File: src/rtl/noc_pkg.sv
// Shared definitions for the mesh NoC router input port: direction codes,
// routing FSM encoding, coordinate extraction and the XY routing rule.
package noc_pkg;

    localparam logic [4:0] DIR_L  = 5'b10000;
    localparam logic [4:0] DIR_R  = 5'b01000;
    localparam logic [4:0] DIR_U  = 5'b00100;
    localparam logic [4:0] DIR_D  = 5'b00010;
    localparam logic [4:0] DIR_PE = 5'b00001;

    localparam int MAX_COORD_W = 16;

    typedef logic [MAX_COORD_W-1:0]   coord_t;
    typedef logic [2*MAX_COORD_W-1:0] addr_t;

    typedef enum logic [1:0] {
        ST_IDLE  = 2'd0,
        ST_ROUTE = 2'd1,
        ST_REQ   = 2'd2,
        ST_DROP  = 2'd3
    } state_e;

    // addr holds {x,y} right-aligned, each field coord_w bits wide.
    function automatic coord_t coord_field(input addr_t addr, input int unsigned coord_w,
                                           input logic sel_x);
        addr_t shifted;
        addr_t mask;
        shifted = sel_x ? (addr >> coord_w) : addr;
        mask    = {(2*MAX_COORD_W){1'b1}} >> (2*MAX_COORD_W - coord_w);
        return coord_t'(shifted & mask);
    endfunction

    function automatic logic [4:0] xy_route(input coord_t dx, input coord_t dy,
                                            input coord_t cx, input coord_t cy);
        if (dx > cx)      return DIR_R;
        else if (dx < cx) return DIR_L;
        else if (dy > cy) return DIR_U;
        else if (dy < cy) return DIR_D;
        else              return DIR_PE;
    endfunction

endpackage

File: src/rtl/noc_input_port_if.sv
// Upstream flit handshake plus crossbar request/grant bundle of one router input.
interface noc_input_port_if #(
    parameter int DATA_WIDTH = 64
);
    logic                  si;
    logic                  ri;
    logic [DATA_WIDTH-1:0] datai;
    logic [4:0]            req;
    logic [4:0]            gnt;
    logic [DATA_WIDTH-1:0] datao;

    modport master (output si, datai, gnt, input ri, req, datao);
    modport slave  (input si, datai, gnt, output ri, req, datao);
endinterface

File: src/rtl/noc_sync_fifo.sv
// Power-of-two circular flit buffer with synchronous clear that overrides push/pop.
module noc_sync_fifo #(
    parameter int DATA_WIDTH   = 64,
    parameter int BUFFER_DEPTH = 4
) (
    input  logic                            clk,
    input  logic                            rst,
    input  logic                            push,
    input  logic                            pop,
    input  logic                            clear,
    input  logic [DATA_WIDTH-1:0]           din,
    output logic [DATA_WIDTH-1:0]           head,
    output logic                            full,
    output logic                            empty,
    output logic [$clog2(BUFFER_DEPTH):0]   count
);
    localparam int PTR_W = $clog2(BUFFER_DEPTH);
    localparam int CNT_W = PTR_W + 1;

    logic [DATA_WIDTH-1:0] mem_q [BUFFER_DEPTH];
    logic [DATA_WIDTH-1:0] mem_d [BUFFER_DEPTH];
    logic [PTR_W-1:0]      wr_ptr_q, wr_ptr_d;
    logic [PTR_W-1:0]      rd_ptr_q, rd_ptr_d;
    logic [CNT_W-1:0]      count_q, count_d;

    always_comb begin
        mem_d    = mem_q;
        wr_ptr_d = wr_ptr_q;
        rd_ptr_d = rd_ptr_q;
        count_d  = count_q;
        if (clear) begin
            wr_ptr_d = '0;
            rd_ptr_d = '0;
            count_d  = '0;
        end else begin
            // Pointers wrap for free because the depth is a power of two.
            if (push) begin
                mem_d[wr_ptr_q] = din;
                wr_ptr_d        = wr_ptr_q + 1'b1;
            end
            if (pop) begin
                rd_ptr_d = rd_ptr_q + 1'b1;
            end
            if (push && !pop) begin
                count_d = count_q + 1'b1;
            end else if (pop && !push) begin
                count_d = count_q - 1'b1;
            end
        end
    end

    always_ff @(posedge clk) begin
        if (rst) begin
            wr_ptr_q <= '0;
            rd_ptr_q <= '0;
            count_q  <= '0;
        end else begin
            wr_ptr_q <= wr_ptr_d;
            rd_ptr_q <= rd_ptr_d;
            count_q  <= count_d;
        end
    end

    always_ff @(posedge clk) begin
        mem_q <= mem_d;
    end

    assign head  = mem_q[rd_ptr_q];
    assign full  = (count_q == CNT_W'(BUFFER_DEPTH));
    assign empty = (count_q == '0);
    assign count = count_q;

endmodule

File: src/rtl/noc_input_port.sv
// Router input port: buffers flits, XY-routes the head flit, requests the crossbar
// and drops U-turn flits with a saturating drop counter.
//   state    | meaning
//   ST_IDLE  | buffer empty, nothing requested
//   ST_ROUTE | route of head flit being registered
//   ST_REQ   | req/datao held until a matching grant pops the head
//   ST_DROP  | head is a U-turn flit; pop it and count it
module noc_input_port
    import noc_pkg::*;
#(
    parameter int                 DATA_WIDTH      = 64,
    parameter int                 COORD_W         = 8,
    parameter logic [2*COORD_W-1:0] CURRENT_ADDRESS = 16'h0000,
    parameter logic [4:0]         DIRECTION       = 5'b00001,
    parameter int                 BUFFER_DEPTH    = 4,
    parameter int                 ERR_W           = 8
) (
    input  logic                 clk,
    input  logic                 rst,
    input  logic                 sig_buffer_clear,
    noc_input_port_if.slave      port,
    output logic [ERR_W-1:0]     err_cnt
);
    localparam int    CNT_W   = $clog2(BUFFER_DEPTH) + 1;
    localparam addr_t CUR_EXT = addr_t'(CURRENT_ADDRESS);

    state_e                state_q, state_d;
    logic [4:0]            req_q, req_d;
    logic [DATA_WIDTH-1:0] datao_q, datao_d;
    logic [ERR_W-1:0]      err_q, err_d;

    logic                  push, pop, full, empty, remaining;
    logic [DATA_WIDTH-1:0] head;
    logic [CNT_W-1:0]      count;
    addr_t                 head_addr;
    logic [4:0]            route;

    noc_sync_fifo #(
        .DATA_WIDTH  (DATA_WIDTH),
        .BUFFER_DEPTH(BUFFER_DEPTH)
    ) u_fifo (
        .clk  (clk),
        .rst  (rst),
        .push (push),
        .pop  (pop),
        .clear(sig_buffer_clear),
        .din  (port.datai),
        .head (head),
        .full (full),
        .empty(empty),
        .count(count)
    );

    assign port.ri = !full;
    assign push    = port.si && !full;

    always_comb begin
        head_addr                = '0;
        head_addr[2*COORD_W-1:0] = head[2*COORD_W-1:0];
    end

    assign route = xy_route(coord_field(head_addr, COORD_W, 1'b1),
                            coord_field(head_addr, COORD_W, 1'b0),
                            coord_field(CUR_EXT, COORD_W, 1'b1),
                            coord_field(CUR_EXT, COORD_W, 1'b0));

    // After popping, another flit is waiting if one was left behind or arrives now.
    assign remaining = (count > CNT_W'(1)) || push;

    always_comb begin
        state_d = state_q;
        req_d   = req_q;
        datao_d = datao_q;
        err_d   = err_q;
        pop     = 1'b0;
        if (sig_buffer_clear) begin
            state_d = ST_IDLE;
            req_d   = '0;
        end else begin
            case (state_q)
                ST_IDLE: begin
                    if (!empty) state_d = ST_ROUTE;
                end
                ST_ROUTE: begin
                    if (route == DIRECTION && DIRECTION != DIR_PE) begin
                        state_d = ST_DROP;
                    end else begin
                        req_d   = route;
                        datao_d = head;
                        state_d = ST_REQ;
                    end
                end
                ST_REQ: begin
                    if ((port.gnt & req_q) != 5'b0) begin
                        pop     = 1'b1;
                        req_d   = '0;
                        state_d = remaining ? ST_ROUTE : ST_IDLE;
                    end
                end
                ST_DROP: begin
                    pop     = 1'b1;
                    if (err_q != '1) err_d = err_q + 1'b1;
                    state_d = remaining ? ST_ROUTE : ST_IDLE;
                end
                default: state_d = ST_IDLE;
            endcase
        end
    end

    always_ff @(posedge clk) begin
        if (rst) begin
            state_q <= ST_IDLE;
            req_q   <= '0;
            datao_q <= '0;
            err_q   <= '0;
        end else begin
            state_q <= state_d;
            req_q   <= req_d;
            datao_q <= datao_d;
            err_q   <= err_d;
        end
    end

    assign port.req   = req_q;
    assign port.datao = datao_q;
    assign err_cnt    = err_q;

endmodule

File: src/flat_wrapper.sv
// flat-port wrapper written by rule: the top's interface ports become plain ports
module noc_input_port_flat import noc_pkg::*;
#(
    parameter int                 DATA_WIDTH      = 64,
    parameter int                 COORD_W         = 8,
    parameter logic [2*COORD_W-1:0] CURRENT_ADDRESS = 16'h0000,
    parameter logic [4:0]         DIRECTION       = 5'b00001,
    parameter int                 BUFFER_DEPTH    = 4,
    parameter int                 ERR_W           = 8
)
  (clk, rst, sig_buffer_clear, err_cnt, port_si, port_datai, port_gnt, port_ri, port_req, port_datao);
  noc_input_port_if #(.DATA_WIDTH(DATA_WIDTH)) port_i ();
  input  logic clk;
  input  logic rst;
  input  logic sig_buffer_clear;
  output logic [ERR_W-1:0] err_cnt;
  input wire logic [$bits(port_i.si)-1:0] port_si;
  input wire logic [$bits(port_i.datai)-1:0] port_datai;
  input wire logic [$bits(port_i.gnt)-1:0] port_gnt;
  output wire logic [$bits(port_i.ri)-1:0] port_ri;
  output wire logic [$bits(port_i.req)-1:0] port_req;
  output wire logic [$bits(port_i.datao)-1:0] port_datao;
  assign port_i.si = port_si;
  assign port_i.datai = port_datai;
  assign port_i.gnt = port_gnt;
  assign port_ri = port_i.ri;
  assign port_req = port_i.req;
  assign port_datao = port_i.datao;
  noc_input_port #(.DATA_WIDTH(DATA_WIDTH), .COORD_W(COORD_W), .CURRENT_ADDRESS(CURRENT_ADDRESS), .DIRECTION(DIRECTION), .BUFFER_DEPTH(BUFFER_DEPTH), .ERR_W(ERR_W)) u_core (.clk(clk), .rst(rst), .sig_buffer_clear(sig_buffer_clear), .port(port_i), .err_cnt(err_cnt));
endmodule
File: config.mk
export PLATFORM = sky130hd
export DESIGN_NAME = noc_input_port_flat
export DESIGN_NICKNAME = d
export VERILOG_FILES = /design/src/rtl/noc_pkg.sv /design/src/rtl/noc_input_port_if.sv /design/src/rtl/noc_sync_fifo.sv /design/src/rtl/noc_input_port.sv /design/src/flat_wrapper.sv
export SDC_FILE = /design/constraint.sdc
export NUM_CORES = 1
export LEC_CHECK = 0
export CAP_MARGIN = 20
export CORE_ASPECT_RATIO = 0.8
export CORE_UTILIZATION = 55
export CTS_CLUSTER_SIZE = 28
export DETAILED_ROUTE_END_ITERATION = 8
export GPL_TIMING_DRIVEN = 0
export HOLD_SLACK_MARGIN = 0.06
export PLACE_DENSITY_LB_ADDON = 0.2
export SLEW_MARGIN = 20
export SYNTH_ARGS = -nofsm -noshare
export SYNTH_HDL_FRONTEND = slang
export SYNTH_SLANG_ARGS = --single-unit
File: constraint.sdc
create_clock -name clk -period 4.66 [get_ports clk]
set_clock_uncertainty 0.15 [all_clocks]
set_input_delay 0.932 -clock clk [delete_from_list [all_inputs] [get_ports clk]]
set_output_delay 0.932 -clock clk [all_outputs]
set_load 0.02 [all_outputs]
==> flow_metrics.tcl <==
set metrics [dict create \
    status "finished, final reports clean" \
    drt_iter0_drc 512 \
    grt_max_degree 41 \
    gp_congestion 0.8458 \
    overflow 0 \
    synth.avg_cell_area_um2 16.81 \
    relSlewSlack_pct 32.72 \
    synth-simple-area-share_pct 6.156 \
    synthArstFlopShare_pct 0 \
    die_w_um 170.8 \
    vias 6992 \
    cp_max_fo 4 \
    cts.sinks 340 \
    final_util_pct 69.53 \
    num_io_pins 151 \
    hold_viol 0 \
    area_delta_synth_final_pct 24.40 \
    synth_seq_cells 340 \
    dp_hpwl_um 15280 \
    cp-end-kind "output port" \
    period_needed_ns 3.049 \
    hold_path_depth 2 \
    drt_wl_total_um 24380 \
    num_rows 49 \
    mostFrequentLayoutCell "edfxtp_1" \
    final_cell_area_um2 15600 \
    postSynthCellCount 746 \
    drive_gt1_share_pct 13.78 \
    synth_top_family_by_area "multiplexers" \
    viasPerCell 5.519 \
    tightest_slew_ns 1.006 \
    leakage_uw 0.004939 \
    nFillCells 1526 \
    core-area_um2 22440 \
    setup_viol 0 \
    fin_crit_sh_pct 65.43 \
    hold_end "u_core.port.datao[57]$_SDFFE_PP0P_" \
    dpl-instance-area_um2 14490 \
    synth_mux_area_share_pct 11.79 \
    numCtsBuffers 34 \
    antenna_found_initial 4 \
    rrSetupSlack_ns 1.83 \
    powerDensity_nw_per_um2 401.1 \
    tns_ns 0 \
    cp.required_ns 3.58 \
    cts_tree "done" \
    synth_ff_type "edfxtp_1" \
    die_h_um 137.1 \
    io_buffers 146 \
    mostFrequentLayoutCells "256 x edfxtp_1, 146 x clkdlybuf4s50_1, 133 x nand2_1" \
    grt_pass1_wl_um 37760 \
    drt-pass1-iter-count 5 \
    drv_cap 0 \
    synth_compound_area_share_pct 3.961 \
    die_area_um2 23410 \
    cp-start-kind "flop" \
    wl_per_cell_um 19.24 \
    hold_buffers 0 \
    cts_resized 0 \
    hp-start "u_core.port.datao[57]$_SDFFE_PP0P_" \
    synth_xor_xnor_area_share_pct 0.6286 \
    htreeDepth 2 \
    fmax_ghz 0.3279 \
    maxSlewViolCount 0 \
    cts.clk_slew.worst_paths_ns 0.06 \
    root_buffer "clkbuf_16" \
    cp.arrival_ns 1.97 \
    hold_class "reg2reg" \
    clk_latency_ns 0.50 \
    seq_area_frac_synth_pct 74.71 \
    p_total_uw 6257 \
    irDropWorstVdd_v 0.0003881 \
    rsz0062_at_grt "no" \
    ys_warn_count 0 \
    grt_pass1_vias 6965 \
    initial_core_util_pct 55.89 \
    fin_nets 1016 \
    postCtsSetupRepairBufs 0 \
    clk_path_buf_depth 3 \
    route.detailed.drc 0 \
    grtUsageTotal_pct 21.61 \
    worstSetupPathType "reg2out" \
    synth-edff-count 256 \
    netlist-cell-type-count 41 \
    drtAntennaViolNets 0 \
    worstReg2RegStart "u_core.u_fifo.rd_ptr_q[1]$_SDFFE_PP0P_" \
    syn_area_um2 12540 \
    r2r_end "u_core.port.req[2]$_SDFFE_PP0P_" \
    synth_fa_ha_area_share_pct 0.9977 \
    rr_worst_depth 7 \
]
[worst max-delay path by stage]
stage                                             start                            endpoint  slack [ns]  cells after the start
finish              u_core.u_fifo.count[0]$_SDFFE_PP0P_                             port_ri        1.61                      4
global route        u_core.u_fifo.count[0]$_SDFFE_PP0P_                             port_ri        1.53                      4
CTS                 u_core.u_fifo.count[0]$_SDFFE_PP0P_                             port_ri        1.61                      4
detailed placement                              port_si  u_core.u_fifo.mem_q[154]$_DFFE_PP_        1.20                      6
global placement                                port_si  u_core.u_fifo.mem_q[226]$_DFFE_PP_       -0.65                      5
floorplan                                       port_si    u_core.u_fifo.mem_q[0]$_DFFE_PP_        1.13                      4
[power by group]
group | switching [uW] | internal, uW | total [uW]
Combinational | 138 | 122 | 260
Sequential | 18.2 | 3310 | 3330
Clock | 1080 | 1590 | 2670
Total | 1240 | 5020 | 6260
[kinds of logic (layout without fill, tap and decap cells)]
| group | count (synthesis) | in the layout |
|---|---|---|
| compound gates | 87 | 87 |
| xor+xnor | 9 | 9 |
| fa+ha+maj | 10 | 10 |
| buf+inv | 47 | 258 |
| flops | 340 | 340 |
| mux | 67 | 67 |
| other cells | 1 | 5 |
| simple gates | 185 | 185 |
[per-layer routing]
layer	vias up	wire length, um	track usage [%]
met5	-	10	0
met4	2	490	6.151
met3	48	1633	4.396
met2	231	11310	33.17
met1	3504	10930	31.72
li1	3207	-	-
[synth_stat cells, drive strengths merged (2+ instances only)]
cell type	count	share of area [%]
nor4	2	0.10
nor2	22	0.66
ha	10	1.0
nand4	2	0.10
nand2	133	4.0
and2	6	0.30
or2	2	0.10
a22oi	2	0.12
edfxtp	256	61
inv	7	0.21
mux4	63	11
nor2b	5	0.25
o21ai	4	0.16
clkbuf	27	0.81
xor2	6	0.42
a311oi	2	0.19
mux2i	3	0.24
or3	4	0.20
xnor2	3	0.21
nand2b	3	0.15
a21oi	73	2.9
a2111oi	2	0.29
dfxtp	84	13
nand3	3	0.12
buf	13	0.71
[flip-flops by register name, summed over array words and instances, names as in the netlist]
| name | count |
|---|---|
| u_core.err_cnt | 8 |
| u_core.port.datao | 64 |
| u_core.port.req | 3 |
| u_core.state_q | 2 |
| u_core.u_fifo.count | 3 |
| u_core.u_fifo.mem_q | 256 |
| u_core.u_fifo.rd_ptr_q | 2 |
| u_core.u_fifo.wr_ptr_q | 2 |
[worst max-delay path: stages (launching register included)]
cell             delay (ns)
dfxtp_1                0.40
inv_1                  0.11
ha_1                   0.22
nand2_1                0.12
clkdlybuf4s50_1        0.62
[stage by stage]
step,cells,worst slack [ns],hold slack (ns)
CTS,1264,1.608,0.3040
finish,1267,1.611,0.3017
floorplan,747,1.130,0.3214
detailed placement,1203,1.202,0.2964
global placement,1199,-0.6521,0.2917
global route,1265,1.528,0.3185
[cell type report]
| class | instances | area, um^2 | area share, % |
|---|---|---|---|
| plain buffers | 40 | 190.2 | 1.219 |
| clock buffers | 49 | 988.4 | 6.336 |
| clock inverters | 12 | 111.4 | 0.7138 |
| inverters | 7 | 26.28 | 0.1684 |
| multi-input cells | 360 | 2969 | 19.03 |
| repair buffers | 150 | 1556 | 9.977 |
| flip-flops and latches | 340 | 9369 | 60.05 |
| well taps | 306 | 382.9 | 2.454 |
| diodes | 3 | 7.507 | 0.04812 |
(Power assumes the default switching activity.)
